## config.mk

```make
export PLATFORM = sky130hd
export DESIGN_NAME = addr_dec_req_bridge_ot
export DESIGN_NICKNAME = d
export VERILOG_FILES = /design/src/rtl/bridge_xbar_pkg.sv /design/src/rtl/bridge_ot_tracker.sv /design/src/rtl/addr_dec_req_bridge_ot.sv
export SDC_FILE = /design/constraint.sdc
export NUM_CORES = 1
export LEC_CHECK = 0
export BUFFER_PORTS_ARGS = -buffer_cell sky130_fd_sc_hd__buf_4
export CORE_MARGIN = 8
export CORE_UTILIZATION = 49
export CTS_BUF_LIST = sky130_fd_sc_hd__clkbuf_8
export DETAILED_ROUTE_END_ITERATION = 7
export PLACE_DENSITY = 0.89
export SETUP_SLACK_MARGIN = 0.15
export SLEW_MARGIN = 20
export SYNTH_ARGS = -nofsm -noshare
export SYNTH_HDL_FRONTEND = slang
export SYNTH_SLANG_ARGS = --single-unit
```

## constraint.sdc

```tcl
create_clock -name clk -period 4 [get_ports clk]
set_input_delay 0.6 -clock clk [delete_from_list [all_inputs] [get_ports clk]]
set_output_delay 0.6 -clock clk [all_outputs]
set_load 0.005 [all_outputs]
```

## src/rtl/bridge_xbar_pkg.sv

```systemverilog
// Shared helpers for the L2 TCDM bridge crossbar: one-hot detection and counter sizing.
package bridge_xbar_pkg;

  // Widest select vector is_onehot accepts; narrower vectors are zero-extended by the caller.
  localparam int ONEHOT_MAX_W = 64;

  function automatic int cnt_w(input int max_ot);
    return $clog2(max_ot + 1);
  endfunction

  function automatic logic is_onehot(input logic [ONEHOT_MAX_W-1:0] v);
    return (v != '0) && ((v & (v - ONEHOT_MAX_W'(1))) == '0);
  endfunction

endpackage

```

## src/rtl/bridge_ot_tracker.sv

```systemverilog
// Outstanding-transaction tracker: counts in-flight requests to the current slave
// and decides whether a new request may be issued without breaking response order.
module bridge_ot_tracker
  import bridge_xbar_pkg::*;
#(
  parameter int N_SLAVE         = 16,
  parameter int MAX_OUTSTANDING = 4
) (
  input  logic               clk,
  input  logic               rst,
  input  logic [N_SLAVE-1:0] dest,
  input  logic               accept,
  input  logic [N_SLAVE-1:0] r_valid,
  output logic               ok,
  output logic               rsp,
  output logic               cnt_zero,
  output logic [N_SLAVE-1:0] last_dest
);

  localparam int CW = cnt_w(MAX_OUTSTANDING);

  logic [CW-1:0]      cnt_q;
  logic [CW-1:0]      cnt_next;
  logic [N_SLAVE-1:0] last_dest_q;

  assign cnt_zero  = (cnt_q == '0);
  assign last_dest = last_dest_q;

  // Same-slave issue keeps ordering; switching slaves must wait for a full drain.
  assign ok  = cnt_zero | ((dest == last_dest_q) & (cnt_q < CW'(MAX_OUTSTANDING)));
  assign rsp = ~cnt_zero & (|(r_valid & last_dest_q));

  always_comb begin
    cnt_next = cnt_q;
    case ({accept, rsp})
      2'b10:   cnt_next = cnt_q + CW'(1);
      2'b01:   cnt_next = cnt_q - CW'(1);
      default: cnt_next = cnt_q;
    endcase
  end

  always_ff @(posedge clk or posedge rst) begin
    if (rst) begin
      cnt_q       <= '0;
      last_dest_q <= '0;
    end else begin
      cnt_q <= cnt_next;
      if (accept) begin
        last_dest_q <= dest;
      end
    end
  end

endmodule

```

## src/rtl/addr_dec_req_bridge_ot.sv

```systemverilog
// Request-side address decoder with outstanding tracking: one-hot slave select,
// combinational req/gnt paths, and a local error response for bad destinations.
module addr_dec_req_bridge_ot
  import bridge_xbar_pkg::*;
#(
  parameter int ID_WIDTH        = 17,
  parameter int ID              = 1,
  parameter int N_SLAVE         = 16,
  parameter int MAX_OUTSTANDING = 4
) (
  input  logic                clk,
  input  logic                rst,
  input  logic                data_req_i,
  input  logic [N_SLAVE-1:0]  destination_i,
  output logic                data_gnt_o,
  input  logic [N_SLAVE-1:0]  data_gnt_i,
  output logic [N_SLAVE-1:0]  data_req_o,
  output logic [ID_WIDTH-1:0] data_ID_o,
  input  logic [N_SLAVE-1:0]  data_r_valid_i,
  output logic                data_r_valid_o,
  output logic                data_r_err_o,
  output logic [N_SLAVE-1:0]  resp_sel_o,
  output logic                busy_o
);

  logic [ONEHOT_MAX_W-1:0] dest_ext;
  logic                    dest_valid;
  logic                    ok;
  logic                    rsp;
  logic                    cnt_zero;
  logic                    issue;
  logic                    accept;
  logic                    err_q;
  logic [N_SLAVE-1:0]      last_dest;

  assign dest_ext   = ONEHOT_MAX_W'(destination_i);
  assign dest_valid = is_onehot(dest_ext);
  assign issue      = data_req_i & ok & dest_valid;

  for (genvar gi = 0; gi < N_SLAVE; gi++) begin : g_req
    assign data_req_o[gi] = issue & destination_i[gi];
  end

  // Bad destinations need no slave handshake, only an idle tracker.
  always_comb begin
    data_gnt_o = 1'b0;
    if (dest_valid) begin
      data_gnt_o = issue & (|(data_gnt_i & destination_i));
    end else begin
      data_gnt_o = data_req_i & cnt_zero;
    end
  end

  assign accept = data_gnt_o & dest_valid;

  bridge_ot_tracker #(
    .N_SLAVE        (N_SLAVE),
    .MAX_OUTSTANDING(MAX_OUTSTANDING)
  ) u_tracker (
    .clk      (clk),
    .rst      (rst),
    .dest     (destination_i),
    .accept   (accept),
    .r_valid  (data_r_valid_i),
    .ok       (ok),
    .rsp      (rsp),
    .cnt_zero (cnt_zero),
    .last_dest(last_dest)
  );

  always_ff @(posedge clk or posedge rst) begin
    if (rst) begin
      err_q <= 1'b0;
    end else begin
      err_q <= data_gnt_o & ~dest_valid;
    end
  end

  assign data_ID_o      = ID_WIDTH'(ID);
  assign data_r_valid_o = rsp | err_q;
  assign data_r_err_o   = err_q;
  assign resp_sel_o     = last_dest;
  assign busy_o         = ~cnt_zero | err_q;

endmodule

```

# Yosys cells after proc, flatten, opt, wreduce, memory -nomap -nowiden

Cells that the tools add are included.

Register bits after elaboration: 20
Input port bits: 51
Output and inout bits: 53
Word-level logic and storage cells: 51

Add/subtract/negate cells: 3
Magnitude comparators: 1
Eq/ne operators: 3
Multiplexer cells: 2
Bitwise operators: 32
Reductions and logical operators: 7

Operator list:

| cell                    | number |
|---|---|
| $and A16 B64 Y64        | 1 |
| $logic_not A64 Y1       | 1 |
| $reduce_bool A64 Y1     | 1 |
| $and A16 B16 Y16        | 2 |
| $reduce_or A16 Y1       | 2 |
| $and A1 B1 Y1           | 24 |
| $sub A16 B1 Y17 const B | 1 |
| $eq A16 B16 Y1          | 1 |
| $pmux W3 S2             | 1 |
| $add A3 B1 Y3 const B   | 1 |
| $logic_not A3 Y1        | 1 |
| $lt A3 B3 Y1 const B    | 1 |
| $or A1 B1 Y1            | 3 |
| $sub A3 B1 Y3 const B   | 1 |
| $eq A2 B1 Y1 const B    | 1 |
| $eq A2 B2 Y1 const B    | 1 |
| $not A1 Y1              | 2 |
| $reduce_bool A2 Y1      | 1 |
| $logic_and A1 B1 Y1     | 1 |
| $mux W1                 | 1 |

# Logic depth before layout (Yosys ltp)

Gate-level depths: netlist (run 1).

Depth in word-level cells: 10
Mapped depth: 15
Mapped depth without buffers: 12

# Modules after synthesis

From an unflattened synthesis (run 1), not the netlist that was laid out.

Cells, all modules: 171
Area total of the unflattened synthesis: 1649.1 µm²

Modules (own cells, without submodules):

| module                 | times used | cells an instance | area each (µm²) | seq. area each (µm²) |
|---|---|---|---|---|
| bridge_ot_tracker      | 1          | 83                | 1038.5          | 475.5 |
| addr_dec_req_bridge_ot | 1          | 88                | 610.6           | 25.0 |

# Least setup slack after synthesis (run 1)

OpenSTA, ideal clock, no wires.

Path type: input port to flip-flop
Start: in destination_i[3]
End: reg u_tracker.cnt_q[2]
Library setup time: 0.125 ns
Arrival: 3.137 ns
Data required time: 3.875 ns
Setup slack: 0.738 ns
Stages on the path: 15
Buffers on the path: 3
Path through: buf_2 > or4_4 > a2111oi_2 > nor3_1 > o31ai_4 > and3_1 > buf_2 > buf_2 > o21ai_0 > ha_1 > inv_1 > fa_1 > xor2_1 > nor2_1 > xor2_1

Word-level cells in the longest chain between the ends: 10
Elaborated cells on any way between the ends: 19
Those cells by class: add/sub: 1; eq/ne: 3; mux: 2; bitwise: 8; reduce/logical: 5

Ends and longest elaborated chain:

| element                                                     | line                                                | text |
|---|---|---|
| start: declaration                                          | addr_dec_req_bridge_ot.sv:14                        | `input logic [N_SLAVE-1:0] destination_i,` |
| $sub A16 B1 Y17 / $eq A16 B16 Y1 (equally long branches)    | bridge_xbar_pkg.sv:12, bridge_ot_tracker.sv:30      |  |
| $and A16 B64 Y64 / $and A1 B1 Y1 (equally long branches)    | bridge_xbar_pkg.sv:12, bridge_ot_tracker.sv:30      |  |
| $logic_not A64 Y1 / $or A1 B1 Y1 (equally long branches)    | bridge_xbar_pkg.sv:12, bridge_ot_tracker.sv:30      |  |
| $logic_and A1 B1 Y1 / $and A1 B1 Y1 (equally long branches) | bridge_xbar_pkg.sv:12, addr_dec_req_bridge_ot.sv:38 |  |
| $and A1 B1 Y1                                               | addr_dec_req_bridge_ot.sv:38                        | `assign issue = data_req_i & ok & dest_valid;` |
| $and A1 B1 Y1                                               | addr_dec_req_bridge_ot.sv:48                        | `data_gnt_o = issue & (\|(data_gnt_i & destination_i));` |
| $mux W1                                                     | addr_dec_req_bridge_ot.sv:47                        | `if (dest_valid) begin` |
| $and A1 B1 Y1 *                                             | addr_dec_req_bridge_ot.sv:54                        | `assign accept = data_gnt_o & dest_valid;` |
| $eq A2 B1 Y1 / $eq A2 B2 Y1 (equally long branches)         | bridge_ot_tracker.sv:35                             | `case ({accept, rsp})` |
| $pmux W3 S2 / $reduce_bool A2 Y1 (equally long branches)    | --                                                  |  |
| end signal: assignment                                      | bridge_ot_tracker.sv:47                             | `cnt_q <= cnt_next;` |
| end: declaration                                            | bridge_ot_tracker.sv:22                             | `logic [CW-1:0] cnt_q;` |

Every way passes the cells marked *; elsewhere a longest branch is shown, timed or not.
A chain may end at the register's enable or synchronous reset.

# Worst setup path in the final report (run 1)

Start: in destination_i[2]
End: reg u_tracker.cnt_q[2]

The elaborated chain is that of the path after synthesis.

==> results of run 1 <==
worst reg2reg max path: stages, from the launching register on:
cell	delay (ps)
dfrtp_1	420
xor2_1	180
nor4_1	350
nand4b_1	150
o21ai_0	230
and3_1	180
buf_4	170
o21ai_0	130
ha_1	240
inv_1	70
fa_1	170
xor2_1	140
nor2_1	60
xor2_1	140
layer usage:
metal,vias up,global-route usage
li1,768,-
met2,81,0.302
met5,-,0
met4,0,0.0346
met1,754,0.202
met3,6,0.0708
stage by stage:
stage | setup slack [ps] | area, um^2 | total power (W)
6_report | 735 | 2360 | 0.000423
2_1_floorplan | 738 | 1820 | 0.000258
3_3_place_gp | 688 | 2320 | 0.000293
4_1_cts | 811 | 2360 | 0.000425
5_1_grt | 576 | 2360 | 0.000440
3_5_place_dp | 553 | 2320 | 0.000295
layout make-up:
type                       instances  area, um^2
sequential                        20         500
inverter                           4        15.0
timing repair buffer              88         661
tap                               48        60.1
clock buffer                       3        41.3
fill                             293        1190
multi-input combinational        142        1080
synth_stat cells (3+ instances only):
| cell type | instances | area (um^2) |
|---|---|---|
| and3_1 | 3 | 18.8 |
| a22oi_1 | 6 | 45.0 |
| a22o_1 | 4 | 35.0 |
| xor2_1 | 18 | 158 |
| buf_6 | 3 | 33.8 |
| nand3_1 | 4 | 20.0 |
| a221oi_1 | 5 | 43.8 |
| mux2i_1 | 3 | 30.0 |
| buf_2 | 4 | 20.0 |
| o21ai_0 | 3 | 15.0 |
| nand4_1 | 3 | 18.8 |
| nor2_1 | 5 | 18.8 |
| mux2_4 | 9 | 135 |
| buf_4 | 18 | 135 |
| nor4_1 | 6 | 37.5 |
| inv_1 | 4 | 15.0 |
| nor3_1 | 8 | 40.0 |
| dfrtp_1 | 20 | 500 |
| clkbuf_1 | 4 | 15.0 |
| and2_1 | 15 | 93.8 |
| mux2_2 | 7 | 78.8 |
sequential cells by signal, indices dropped and copies added, names as in the netlist:
register	flops
data_r_err_o	1
u_tracker.last_dest	16
u_tracker.cnt_q	3
kinds of logic after synthesis:
logic type / after synthesis / share of synthesized area
buffers and inverters: 34 / 0.135
adder cells (fa/ha/maj): 3 / 0.0241
AO/OA/AOI/OAI: 27 / 0.127
other: 2 / 0.00425
multiplexers: 19 / 0.138
flip-flops: 20 / 0.283
XOR/XNOR: 20 / 0.0991
AND/OR/NAND/NOR: 56 / 0.189
where the power goes:
part,switching [W],internal [W]
clock,0.0000637,0.0000671
combinational,0.0000452,0.0000450
sequential,0.000000000152,0.000202
worst min-delay path by stage:
stage                        from                endpoint  slack, ps  cells past startpoint
5_1_grt                       rst  u_tracker.last_dest[7]        540                      2
3_3_place_gp   u_tracker.cnt_q[2]      u_tracker.cnt_q[2]        480                      1
6_report                      rst  u_tracker.last_dest[2]        480                      2
2_1_floorplan  u_tracker.cnt_q[2]      u_tracker.cnt_q[2]        460                      1
3_5_place_dp   u_tracker.cnt_q[0]      u_tracker.cnt_q[0]        500                      1
4_1_cts                       rst  u_tracker.last_dest[7]        500                      2
==> impl_results.md, run 1 <==
* Clk root buf: clkbuf_8
* GRT overflow at 0
* Antenna diode count at 0
* Initial DRT Pass Iterations at 4
* FF+latch count, synth at 20
* Layout cells sized above 1 at 0.451
* CP top delay family: simple AND/OR/NAND/NOR gates
* Starting Density at 0.498
* Wire length on met3 at 533 um
* Core Box Area at 0.00355 mm^2
* Worst hold slack at 478 ps
* Minimum clock period after layout at 3260 ps
* Worst-Margin Slew at 761 ps
* Post-Layout Cell Count at 305
* Clock tree buffer depth at 2
* CP Depth at 14
* RSZ-0062 raised after global routing: false
* Sink Count at 20
* Final setup viols at 0
* Total CTS buffers at 3
* Met2 wire len at 2600 um
* Critical path fanouts, max at 17
* Post-synthesis instance total at 181
* Rel. slew slack at 0.492
* Via density at 5.28
* Slowest cell on the critical path: nor4_1
* Leakage at 1.24 nW
* DR WL/cell at 17.2 um
* Vias in the first global route at 1,729
* Worst path bufs/invs at 3
* Postcts setup bufs at 0
* Hold Fails Final Rpt at 0
* CTS Hold Bufs at 0
* Critical path startpoint category: input port
* PortBufs at 86
* CTS tree: yes
* Final period util at 0.816
* Worst vdd ir at 0.192 mV
* Worst R2R Path Depth at 13
* Worst path cell trace: buf_4, nor4_1, nand4_1, mux2i_1, and3_1, and3_1, buf_4, o21ai_0, ha_1, inv_1, fa_1, xor2_1, nor2_1, xor2_1
* Antenna violations before repair at 0
* Via total after detailed routing at 1,609
* DIE AREA at 0.00579 mm^2
* Initial DRC count at 78
* H-tree Lvls at 1
* Area of the mapped netlist at 0.00177 mm^2
* Reg2reg start: u_tracker.last_dest[15]
* Critical path type: in -> reg
* Drt total wl at 5240 um
* CTS resizes at 0
* FMAX at 0.306 GHz
* Synth cell types at 45
* Total of max-cap violations at 0
* GR Util All Layers at 0.177
* Status: complete, no violations
* Final GP Congestion at 0.842
* Post-synth EDFFs at 0
* CP endpoint: u_tracker.cnt_q[2]
* Critical Path RT at 4180 ps
* First-pass GRT wire length at 8630 um
* HPWL Detailed at 4330 um
* DRC at 0
* Reg2Reg Setup Slack at 1270 ps
* RR Endpoint: u_tracker.cnt_q[2]
* Primary FF master, synth: dfrtp_1
* ANT nets after route at 0
* Rows at 22
* Die H at 76.1 um
* Setup TNS Final at 0 ps
* NumNets Final at 312
* HP Class: in -> async
* Worst Setup SP: destination_i[2]
* YS warnings at 0
* Top-level port count at 104
* Crit path DAT at 3450 ps
* Slew Limit Fails at 0
* Pwr Density at 179 mW/mm^2
* Area Overhead vs Synth at 33.6%
* Highest routed layer: met4
* Avg Cell Area, Syn at 9.77 um^2
* Clock Latency Late Sink at 260 ps
* Dpl cells at 302
* Async SR Flop Fraction at 1.00
* Setup crit end kind: register
* Most frequent cells in the layout: 88 x buf_4, 20 x dfrtp_1, 18 x xor2_1
* Delay of the slowest critical-path stage at 620 ps
* Wl on met1 at 2070 um
* Final core utilization at 0.665
* Die Width at 76.1 um
* Reg clk slew, reported paths at 70 ps
* Largest net degree at the start of global routing at 21
* Final Skew at 1.28 ps
* Register area share after synthesis at 0.283
* Commonest non-fill, non-tap cell in the layout: buf_4
No activity file was read; power rests on OpenSTA's default activity.
==> inputs of run 2 (changes only) <==
--- a/config.mk
+++ b/config.mk
@@ -5,12 +5,13 @@
 export SDC_FILE = /design/constraint.sdc
 export NUM_CORES = 1
 export LEC_CHECK = 0
+export ABC_AREA = 1
 export BUFFER_PORTS_ARGS = -buffer_cell sky130_fd_sc_hd__buf_4
 export CORE_MARGIN = 8
-export CORE_UTILIZATION = 49
+export CORE_UTILIZATION = 43
 export CTS_BUF_LIST = sky130_fd_sc_hd__clkbuf_8
 export DETAILED_ROUTE_END_ITERATION = 7
-export PLACE_DENSITY = 0.89
+export PLACE_DENSITY = 0.8
 export SETUP_SLACK_MARGIN = 0.15
 export SLEW_MARGIN = 20
 export SYNTH_ARGS = -nofsm -noshare
==> constraint.sdc (replaced) <==
create_clock -name clk -period 2.7 [get_ports clk]
set_input_delay 0.405 -clock clk [delete_from_list [all_inputs] [get_ports clk]]
set_output_delay 0.405 -clock clk [all_outputs]
set_load 0.005 [all_outputs]
==> impl_results.md, run 2 <==
* Status: complete, no violations
* Most common cell in the netlist: nand2_1
* Worst hold slack at 273 ps
* Pwr Density at 281 mW/mm^2
* Area Overhead vs Synth at 36.3%
* Total CTS buffers at 3
* Post-synthesis instance total at 317
* Reg clk slew, reported paths at 90 ps
* Area of the mapped netlist at 0.00201 mm^2
* Rows at 25
* Final GP Congestion at 0.968
* Commonest non-fill, non-tap cell in the layout: nand2_1
* ANT nets after route at 0
* Minimum clock period after layout at 2420 ps
* Clock Latency Late Sink at 270 ps
* GR Util All Layers at 0.185
* Final Skew at 7.83 ps
* Critical path startpoint category: input port
* FF+latch count, synth at 20
* CTS tree: yes
* HP Class: in -> async
* Initial DRC count at 142
* Clock tree buffer depth at 2
* Layout cells sized above 1 at 0.318
* Starting Density at 0.436
* DIE AREA at 0.00711 mm^2
* Critical path type: in -> out
* DRC at 0
* GRT overflow at 0
* Synth area leader: dfrtp_1
* Die H at 84.3 um
* Most frequent cells in the layout: 119 x nand2_1, 89 x buf_4, 33 x nor2_1
* Antenna violations before repair at 0
* Async SR Flop Fraction at 1.00
* Multi-input logic area at 0.00128 mm^2
* NumNets Final at 454
* Post-synth top area share at 0.249
* Clk root buf: clkbuf_8
* Vias in the first global route at 2,266
* Worst R2R Path Depth at 9
* Antenna diode count at 0
* Worst-Margin Slew at 779 ps
* Post-route cell area at 0.00274 mm^2
* Setup ws final at 283 ps
* Synth cell types at 30
* Leakage at 1.47 nW
* Fillcell total at 443
* Synth top cells by count: 119 x nand2_1, 37 x nor2_1, 31 x inv_1
* Top-level port count at 104
* Cell Area, Placed at 0.00261 mm^2
* PortBufs at 86
* Via total after detailed routing at 2,274
* Setup crit end kind: primary output
* Pre-CTS setup slack at 191 ps
* YS warnings at 0
* Post-synth EDFFs at 0
* Drt total wl at 6830 um
* FMAX at 0.414 GHz
* Final period util at 0.895
* Total of max-cap violations at 0
* Avg Cell Area, Syn at 6.33 um^2
* Primary FF master, synth: dfrtp_1
* DR WL/cell at 15.0 um
* Synth top area cells: dfrtp_1 25%, nand2_1 22%, nor2_1 6.9%
* Critical path fanouts, max at 15
* First-pass GRT wire length at 11,100 um
* Die Width at 84.3 um
* Core Box Area at 0.00460 mm^2
* Final setup viols at 0
* Register Area at 503 um^2
* Crit path DAT at 2010 ps
* Largest register FFs at 16
* Register area share after synthesis at 0.249
* H-tree Lvls at 1
* RSZ-0062 raised after global routing: false
* Rel. slew slack at 0.480
* Initial DRT Pass Iterations at 5
* Setup TNS Final at 0 ps
* Hold Fails Final Rpt at 0
* Worst vdd ir at 0.181 mV
* Critical Path RT at 2300 ps
* Sink Count at 20
* Via density at 5.01
* Largest net degree at the start of global routing at 21
* HPWL Detailed at 5330 um
* Slew Limit Fails at 0
run 2: cell types whose count changed after synthesis, sizes merged, moves of 16 or more:
cell and change:
nor2 +47, and2 -16, nand4 +18, inv +28, nand2 +122, mux2 -16
run 2: worst max-delay path, cell delays in order:
cell	delay, ps
buf_4	140
nor2_4	160
nand2_2	90
nor2_2	130
nand2_1	50
nand2_1	50
nand2_1	40
nor2_1	100
nand2_1	90
nor2_4	260
buf_4	270
o21ai_2	70
buf_4	140
run 2: stage by stage:
step | total power [W] | util | std cells
floorplan | 0.000390 | - | 332
global placement | 0.000455 | 0.567 | 449
global route | 0.000801 | 0.595 | 454
finish | 0.000770 | 0.595 | 454
detailed placement | 0.000455 | 0.567 | 449
CTS | 0.000768 | 0.586 | 453
run 2: timing repair:
item                                    in CTS  in global routing
setup buffers                                0                  1
pin swaps                                    0                  3
endpoints found under the setup margin      15                 18
gates resized for setup                      2                 11
hold buffers                                 0                  0
run 2: report_power, final:
part / internal [W] / switching [W]
Sequential: 0.000299 / 0
Clock: 0.000198 / 0.000117
Combinational: 0.0000677 / 0.0000876
Total: 0.000565 / 0.000205
run 2: worst paths after layout:
check                                       start                      end  slack (ps)
hold / removal                                rst   u_tracker.last_dest[5]         270
hold reg to reg                u_tracker.cnt_q[0]       u_tracker.cnt_q[0]         510
setup / recovery                 destination_i[1]               data_gnt_o         280
min in group clk                destination_i[15]  u_tracker.last_dest[15]         420
setup reg to reg           u_tracker.last_dest[3]       u_tracker.cnt_q[1]         440
max in group asynchronous                     rst  u_tracker.last_dest[12]        1890
run 2: cell type report:
type                            instances  area share
Clock buffer                            3      0.0151
Clock inverter                          1      0.0110
Inverter                               32      0.0439
Multi-Input combinational cell        253       0.468
Sequential cell                        20       0.184
Tap cell                               54      0.0247
Timing Repair Buffer                   91       0.254
run 2: cells by family (layout without fill, tap and decap cells):
logic type | Yosys count | count (layout) | synth area share
and+or+nand+nor | 207 | 207 | 0.486
buffers and inverters | 59 | 127 | 0.161
AOI/OAI and AO/OA | 21 | 21 | 0.0580
DFF | 20 | 20 | 0.249
xor gates and xnor gates | 6 | 6 | 0.0262
adders and majority gates | 2 | 2 | 0.0162
other | 2 | 17 | 0.00374
run 2: routing by layer:
| layer | wire (um) | global-route usage | share of wire | up-vias |
|---|---|---|---|---|
| met5 | 0 | 0 | 0 | - |
| met4 | 115 | 0.0518 | 0.017 | 0 |
| met3 | 481 | 0.0348 | 0.070 | 12 |
| met2 | 3460 | 0.325 | 0.51 | 115 |
| met1 | 2780 | 0.223 | 0.41 | 1019 |
| li1 | - | - | - | 1128 |
==> inputs of run 3 (changes only) <==
--- a/config.mk
+++ b/config.mk
@@ -8,10 +8,9 @@
 export ABC_AREA = 1
 export BUFFER_PORTS_ARGS = -buffer_cell sky130_fd_sc_hd__buf_4
 export CORE_MARGIN = 8
-export CORE_UTILIZATION = 43
-export CTS_BUF_LIST = sky130_fd_sc_hd__clkbuf_8
+export CORE_UTILIZATION = 42
 export DETAILED_ROUTE_END_ITERATION = 7
-export PLACE_DENSITY = 0.8
+export PLACE_DENSITY = 0.78
 export SETUP_SLACK_MARGIN = 0.15
 export SLEW_MARGIN = 20
 export SYNTH_ARGS = -nofsm -noshare
==> impl_results.md, run 3 (synthesized netlist as in run 2, its figures left out) <==
* Final period util at 0.899
* NumNets Final at 456
* Layout cells sized above 1 at 0.306
* Antenna violations before repair at 0
* Worst-Margin Slew at 779 ps
* Clock Latency Late Sink at 260 ps
* Most frequent cell on the critical path: nand2_1
* Crit path DAT at 2020 ps
* Dpl cells at 450
* Clk root buf: clkbuf_8
* Register Area at 502 um^2
* DIE AREA at 0.00725 mm^2
* Pre-CTS setup slack at 196 ps
* Worst path cell trace: buf_4, nor2_4, nand2_2, nor2_2, nand2_1, nand2_1, nand2_1, nor2_1, nand2_1, nor2_4, nand3_4, buf_4, o21ai_1, buf_4
* Critical path startpoint category: input port
* Slew Limit Fails at 0
* First-pass GRT wire length at 11,400 um
* Initial DRC count at 142
* PortBufs at 86
* CTS tree: yes
* Rows at 25
* Setup crit end kind: primary output
* Area Overhead vs Synth at 35.2%
* Status: complete, no violations
* Sink Count at 20
* DR WL/cell at 15.3 um
* Worst path bufs/invs at 3
* Critical path type: in -> out
* Final GP Congestion at 0.985
* Worst vdd ir at 0.326 mV
* Core Box Area at 0.00466 mm^2
* Via density at 4.98
* Drt total wl at 6990 um
* Rel. slew slack at 0.480
* GRT overflow at 0
* RSZ-0062 raised after global routing: true
* Leakage at 1.47 nW
* Clock tree buffer depth at 2
* Total of max-cap violations at 0
* Starting Density at 0.431
* Commonest non-fill, non-tap cell in the layout: nand2_1
* CP top delay family: simple AND/OR/NAND/NOR gates
* Largest net degree at the start of global routing at 21
* Initial DRT Pass Iterations at 4
* Critical Path RT at 2300 ps
* Setup ws final at 272 ps
* Via total after detailed routing at 2,272
* GR Util All Layers at 0.193
* ANT nets after route at 0
* Design Power at 0.000687 W
* DRC at 0
* Final setup viols at 0
* Reg clk slew, reported paths at 80 ps
* Setup TNS Final at 0 ps
* FMAX at 0.412 GHz
* HPWL Detailed at 5690 um
* Multi-input logic area at 0.00127 mm^2
* Most frequent cells in the layout: 119 x nand2_1, 93 x buf_4, 37 x nor2_1
* Slowest cell on the critical path: nor2_4
* Largest register FFs at 16
* Minimum clock period after layout at 2430 ps
* Hold Fails Final Rpt at 0
* Vias in the first global route at 2,328
* Delay of the slowest critical-path stage at 230 ps
* Total CTS buffers at 3
* Top-level port count at 104
* Die Width at 85.1 um
* Final Skew at 2.19 ps
* Antenna diode count at 0
* Fillcell total at 456
* H-tree Lvls at 1
* Critical path fanouts, max at 17
* Post-Layout Cell Count at 456
* Die H at 85.1 um
* Pwr Density at 253 mW/mm^2
* HP Class: in -> async
## run 3: cell types whose count changed in the layout (fill, tap and decap cells not counted), sizes merged
cell	before	now
clkbuf	3	4
buf	91	93
bufinv	1	0
## run 3: worst paths after layout
check,startpoint,end,slack (ps),cells past startpoint
setup / recovery,destination_i[0],data_gnt_o,270,14
hold / removal,rst,u_tracker.last_dest[12],280,2
setup reg to reg,u_tracker.last_dest[2],u_tracker.cnt_q[2],420,12
hold reg to reg,u_tracker.cnt_q[0],u_tracker.cnt_q[0],500,1
max in group asynchronous,rst,u_tracker.last_dest[13],1880,2
min in group clk,destination_i[15],u_tracker.last_dest[15],440,3
## run 3: what timing repair did
action,CTS,global route
gates resized for setup,0,6
setup endpoints to repair,0,17
buffers inserted,0,2
hold buffers,0,0
## run 3: area by class of cell
class                           instances  area share
Timing Repair Buffer                   93       0.257
Sequential cell                        20       0.185
Clock buffer                            4      0.0203
Multi-Input combinational cell        253       0.468
Inverter                               32      0.0443
Tap cell                               54      0.0249
## run 3: power by group
part           total, W  leakage [nW]  internal, W  switching (W)
combinational  0.000155          1.17    0.0000676      0.0000874
clock          0.000232        0.0288     0.000130       0.000103
sequential     0.000299         0.273     0.000299              0
## run 3: routing by layer
| layer | part of all wire | track usage | wire length, um |
|---|---|---|---|
| met5 | 0 | 0 | 0 |
| met4 | 0.0074 | 0.0534 | 52 |
| met3 | 0.067 | 0.0521 | 465 |
| met2 | 0.50 | 0.335 | 3500 |
| met1 | 0.43 | 0.226 | 2970 |
## run 3: through the flow
| step | instance area, um^2 | hold WS [ps] | util |
|---|---|---|---|
| 6_report | 2710 | 281 | 0.582 |
| 5_1_grt | 2710 | 332 | 0.582 |
| 3_3_place_gp | 2620 | 482 | 0.561 |
| 4_1_cts | 2670 | 315 | 0.573 |
| 2_1_floorplan | 2070 | 369 | - |
| 3_5_place_dp | 2620 | 490 | 0.561 |
## run 3: worst reg2reg max path, stage by stage (launching register included)
cell      delay [ps]
dfrtp_1          450
o21ai_0          230
nand3b_1         150
nor2_1            50
nand3_1          110
nand2_4          110
nand3_4           90
ha_1             150
inv_1             60
fa_1             380
a21oi_1          140
o21ai_0          100
xor2_1           150
